==> src/rtl/gteq8.sv <==
// Registered 8-bit magnitude comparator reporting a>=b, a==b and a>b.
// Latency: one clock from the in_valid edge to the result; one compare per cycle.
// Backpressure: none; results are produced unconditionally and held until the next qualified compare.
//
// Ports:
//   clk        rising-edge clock
//   rst_n      asynchronous active-low reset; clears all outputs immediately
//   a, b       8-bit operands, sampled on the edge where in_valid=1 (not registered)
//   in_valid   operands qualified this cycle
//   agteqb     registered a >= b
//   aeqb       registered a == b
//   agtb       registered a > b
//   out_valid  result registers were updated by the previous edge
//
// Build option: define GTEQ8_SIGNED_EN to compare the operands as two's complement
// (only the MSB cell changes). Default is an unsigned compare.

// Single bit slice of the comparator: local equality and local "a wins" terms.
module gteq8_cell #(
    parameter bit SIGN_BIT = 1'b0
) (
    input  logic i_a,
    input  logic i_b,
    output logic o_e,
    output logic o_g
);

    assign o_e = ~(i_a ^ i_b);

    // In a two's-complement sign bit a 0 beats a 1, so the "greater" sense inverts.
    generate
        if (SIGN_BIT) begin : g_sign
            assign o_g = ~i_a & i_b;
        end else begin : g_mag
            assign o_g = i_a & ~i_b;
        end
    endgenerate

endmodule

module gteq8 (
    input  logic       clk,
    input  logic       rst_n,
    input  logic [7:0] a,
    input  logic [7:0] b,
    input  logic       in_valid,
    output logic       agteqb,
    output logic       aeqb,
    output logic       agtb,
    output logic       out_valid
);

`ifdef GTEQ8_SIGNED_EN
    localparam bit MSB_SIGNED = 1'b1;
`else
    localparam bit MSB_SIGNED = 1'b0;
`endif

    logic [7:0] w_e;
    logic [7:0] w_g;

    // Prefix chains from the MSB down: w_eq_pfx[i] says bits 7..i are all equal,
    // w_gt_pfx[i] says a is already decided greater within bits 7..i.
    logic [8:0] w_eq_pfx;
    logic [8:0] w_gt_pfx;

    logic       w_eq;
    logic       w_gt;
    logic       w_ge;

    logic       r_agteqb;
    logic       r_aeqb;
    logic       r_agtb;
    logic       r_out_valid;

    genvar gi;
    generate
        for (gi = 0; gi < 8; gi++) begin : g_cells
            gteq8_cell #(
                .SIGN_BIT ((gi == 7) ? MSB_SIGNED : 1'b0)
            ) u_cell (
                .i_a (a[gi]),
                .i_b (b[gi]),
                .o_e (w_e[gi]),
                .o_g (w_g[gi])
            );
        end
    endgenerate

    // Ripple: a lower bit only decides the outcome when every bit above it matched.
    always_comb begin
        w_eq_pfx    = '0;
        w_gt_pfx    = '0;
        w_eq_pfx[8] = 1'b1;
        w_gt_pfx[8] = 1'b0;
        for (int i = 7; i >= 0; i--) begin
            w_eq_pfx[i] = w_eq_pfx[i+1] & w_e[i];
            w_gt_pfx[i] = w_gt_pfx[i+1] | (w_eq_pfx[i+1] & w_g[i]);
        end
    end

    assign w_eq = w_eq_pfx[0];
    assign w_gt = w_gt_pfx[0];
    assign w_ge = w_gt | w_eq;

    // Result registers only move on qualified cycles; out_valid tracks in_valid every edge.
    always_ff @(posedge clk or negedge rst_n) begin
        if (!rst_n) begin
            r_agteqb    <= 1'b0;
            r_aeqb      <= 1'b0;
            r_agtb      <= 1'b0;
            r_out_valid <= 1'b0;
        end else begin
            r_out_valid <= in_valid;
            if (in_valid) begin
                r_agteqb <= w_ge;
                r_aeqb   <= w_eq;
                r_agtb   <= w_gt;
            end
        end
    end

    assign agteqb    = r_agteqb;
    assign aeqb      = r_aeqb;
    assign agtb      = r_agtb;
    assign out_valid = r_out_valid;

endmodule

==> config.mk <==
export PLATFORM = sky130hd
export DESIGN_NAME = gteq8
export DESIGN_NICKNAME = d
export VERILOG_FILES = /design/src/rtl/gteq8.sv
export SDC_FILE = /design/constraint.sdc
export NUM_CORES = 1
export LEC_CHECK = 0
export CORE_AREA = 2 2 39 41
export DETAILED_ROUTE_END_ITERATION = 6
export DIE_AREA = 0 0 41 43
export HOLD_SLACK_MARGIN = 0.15
export MAX_ROUTING_LAYER = met4
export PLACE_DENSITY = 0.69
export SKIP_LAST_GASP = 1
export SYNTH_ARGS = -nofsm -noshare
export SYNTH_HDL_FRONTEND = slang
export SYNTH_HIERARCHICAL = 1
export SYNTH_SLANG_ARGS = --single-unit
export TNS_END_PERCENT = 10
==> constraint.sdc <==
create_clock -name clk -period 0.85 [get_ports clk]
set_clock_uncertainty 0.05 [all_clocks]
set_input_delay 0.085 -clock clk [delete_from_list [all_inputs] [get_ports clk]]
set_output_delay 0.085 -clock clk [all_outputs]
set_load 0.1 [all_outputs]
# Yosys cells after proc, flatten, opt, wreduce, memory -nomap -nowiden
# Cells that the tools add are included.
# Widths: inputs -> output; s select.
dict set report classes {
  bitwise_logic 54
}
# op count
set op_table {}
lappend op_table {{$and 1x1->1} 22}
lappend op_table {{$not 1->1} 16}
lappend op_table {{$or 1x1->1} 8}
lappend op_table {{$xor 1x1->1} 8}
dict set report word_totals {
  elab_cells 58
  ff_bits 4
  input_bits 19
}

# Depth between registers and ports, before layout
dict set report logic_depth {
  ltp_word 11
  mapped_depth 5
  depth_no_buf 5
}

# Cells and area by module
# The synthesis kept the hierarchy.
# module cells_each area_per_inst_um2 seq_area_each_um2 n_inst
set modules_own_cells {}
lappend modules_own_cells {gteq8 21 216.5 100.1 1}
lappend modules_own_cells {gteq8_cell 2 16.3 0.0 8}

# Worst setup path after synthesis
# OpenSTA, ideal clock, no wires.
dict set report synth_timing {
  path_kind {register to register}
  start {reg agteqb (netlist name)}
  end {reg r_agteqb (netlist: agteqb)}
  setup_ns 0.067
  path_slack_ns -0.422
  required_time_ns 0.733
  path_buffers 0
  stages_incl_launch_ff 2
  period_less_slack_ns 1.272
  arrival_time_ns 1.155
  path_cell_list {dfrtp_1 -> o22a_1}
}
# item line
set synth_rtl {}
lappend synth_rtl {{end signal: assignment} 116} ;# r_agteqb <= w_ge;
lappend synth_rtl {{end: declaration} 71} ;# logic r_agteqb;

# Final worst setup path
dict set report layout_timing {
  start {reg r_agteqb (netlist: agteqb)}
  end {out agteqb}
}
# item line
set layout_rtl {}
lappend layout_rtl {{end: declaration} 47} ;# output logic agteqb,
# No word-level cell between the ends.

==> impl_metrics.ini <==
[status]
outcome = finished, violations left
violations = setup timing

[power_and_ir_drop]
design_power_total_w = 0.000906
p_comb_frac = 0.483
intPower_w = 0.000578
power_frac_clock = 0.260
swShare = 0.362
peakVddDrop_uv = 485
seq_power_share = 0.257
switching_power_w = 0.000328
powerDensity_nw_per_um2 = 1230
leakagePower_nw = 0.316

[floorplanning]
die_area_um2 = 1760
core_area_um2 = 1380
initial_core_util = 0.250
die_width_um = 41
rows = 14
boundaryPins = 23
die_h_um = 43

[clock_tree]
clockBufferDepth = 2
clkTransAtPathRegs_ns = 0.04
cts_tree = built
insertion_delay_ns = 0.24
cts_root_buf = clkbuf_4
htreeDepth = 1
cts_buffers = 3
clkSinkCount = 4

[critical_path]
reg2reg_depth = 1
path_delay_family = flip-flops
path_cells = buf_12
path_depth = 1
r2r-start = agteqb$_DFFE_PN0P_
slowest_stage = dfrtp_4
arrival_ns = 0.89
reg2reg_to = agteqb$_DFFE_PN0P_
critPathLaunch = agteqb$_DFFE_PN0P_
end_kind = primary output
critPathCapture = agteqb
critPathBufInv = 1
critPathLaunchType = flip-flop
worstPathMaxFanout = 2
critical_path_class = flip-flop to primary output
required_ns = 0.71
rrSetupSlack_ns = -0.01
max_stage_delay_ns = 0.48

[grt]
grt_first_pass_wirelength_um = 1520
antenna_found_initial = 0
grt_max_degree = 5
grtUsageTotal = 0.138
grt_pass1_vias = 386
grt-ovfl-total = 0

[sta]
setup_viol = 7
finalCriticalPeriod_ns = 1.03
fin_crit_sh = 1.21
rsz0062_at_grt = yes
slew_headroom = 0.872
worst_slew_pin_slew_ns = 0.191
hold_viol = 0
fmax_mhz = 976
worst_slack_ns = -0.175
finalMaxSlewViolations = 0
fin_tns_setup_ns = -0.840

[layout]
diodes = 0
drive_gt1_frac = 0.682
area_delta_synth_final_pct = 113
fillCellCount = 129
final_util = 0.534
fin_nets = 95

[detailed_routing]
wirelength_um = 930
dr.pass1.iters = 4
ant_nets = 0
drc = 0
drt-initial-drc-count = 2
viasPerCell = 4.68
vias = 384
post_drt_wl_per_cell_um = 11.3

[synth]
ys.flop_type = dfrtp_1
ys_seq_area_frac = 0.289
yosysMostFrequentCell = inv_1
yosysTopAreaCell = dfrtp_1
synth.area.top_cells = dfrtp_1 29%, ha_1 29%, inv_1 11%, o22a_1 5.1%, a211oi_1 4.3%
netlist_area_um2 = 347
netlist.area_leader.share = 0.289
synthCells = 37
syn_area_per_cell_um2 = 9.37
async_reset_ff_frac = 1.00
ys_ff_latch = 4
synth_common_cells = 10 x inv_1, 8 x ha_1, 4 x dfrtp_1
ys.warnings.count = 6
synth_edf_count = 0
synth_nets = 64
ys_types = 14

[hold_path]
worstHoldPathType = input port to flip-flop

[placed_design]
io_buffers = 22
place_ws_ns = -0.705
place.gp.congestion = 0.767
dp_hpwl_um = 666

[job]
maxCapViolations = 0
==> per-stage QoR <==
step | instance area (um^2) | hold slack (ns) | std cells
after global placement | 664 | 0.249 | 77
after global routing | 739 | 0.299 | 82
after detailed placement | 664 | 0.248 | 77
after CTS | 773 | 0.405 | 81
final | 739 | 0.272 | 82
after floorplan | 369 | -0.261 | 37
==> power by group through the flow <==
stage | Clock [W] | Combinational (W) | Sequential (W)
after detailed placement | 0 | 0.000397 | 0.000236
after global placement | 0 | 0.000395 | 0.000235
after global routing | 0.000258 | 0.000465 | 0.000234
after floorplan | 0 | 0.0000954 | 0.000343
after CTS | 0.000248 | 0.000436 | 0.000233
final | 0.000236 | 0.000438 | 0.000233
==> layout make-up <==
type	instances	area, um^2	share of cell area
clock buffer	3	22.5	0.0305
inverter	10	37.5	0.0508
multi-input combinational	23	317	0.428
sequential	4	110	0.149
tap	16	20.0	0.0271
timing repair buffer	26	233	0.315
==> layout by cell type, fill, tap and decap left out, types with 2 or more instances in the layout <==
cell type	synthesis	final
ha_4	0	7
buf_4	0	3
buf_12	0	4
a211oi_2	1	3
clkbuf_2	0	10
inv_1	10	3
buf_2	0	2
clkdlybuf4s50_1	0	2
clkdlybuf4s15_1	0	4
clkbuf_4	0	3
inv_2	0	7
dfrtp_2	0	2
dfrtp_4	0	2
o22a_1	2	2
nand4_1	2	2
o211ai_1	2	2
==> how the worst min path moves through the flow <==
stage / from / end / cells past startpoint
floorplan: rst_n / aeqb$_DFFE_PN0P_ / 0
global placement: rst_n / agteqb$_DFFE_PN0P_ / 1
detailed placement: rst_n / agtb$_DFFE_PN0P_ / 1
CTS: a[2] / aeqb$_DFFE_PN0P_ / 4
global route: a[2] / aeqb$_DFFE_PN0P_ / 4
finish: a[7] / agteqb$_DFFE_PN0P_ / 5
==> flip-flops by register name (all words and copies together) (netlist names) <==
name,cells
aeqb,1
out_valid,1
agtb,1
agteqb,1
==> routing by layer <==
layer	track usage	vias up	wire length, um
met1	0.165	173	406
met2	0.184	13	449
li1	-	194	-
met4	0.160	0	49
met5	-	-	0
met3	0	4	25
==> what timing repair did <==
action | in CTS | in global routing
hold endpoints to repair | 4 | 0
setup endpoints to repair | 7 | 11
hold buffers | 1 | 0
setup buffers | 0 | 1
gates resized for setup | 40 | 23
pin swaps | 12 | 12
==> logic make-up (layout without fill, tap and decap cells) <==
| group | count (synthesis) | count (layout) | synth area share |
|---|---|---|---|
| adders and majority gates | 8 | 8 | 0.289 |
| DFF | 4 | 4 | 0.289 |
| and+or+nand+nor | 5 | 5 | 0.0794 |
| buffers and inverters | 10 | 39 | 0.108 |
| AOI/OAI and AO/OA | 10 | 10 | 0.235 |
==> tightest hold or removal path: stages <==
cell       delay, ns
clkbuf_2        0.10
ha_4            0.12
inv_1           0.04
o2111ai_2       0.06
o22a_1          0.12
Power figures use the tool's default switching activity.
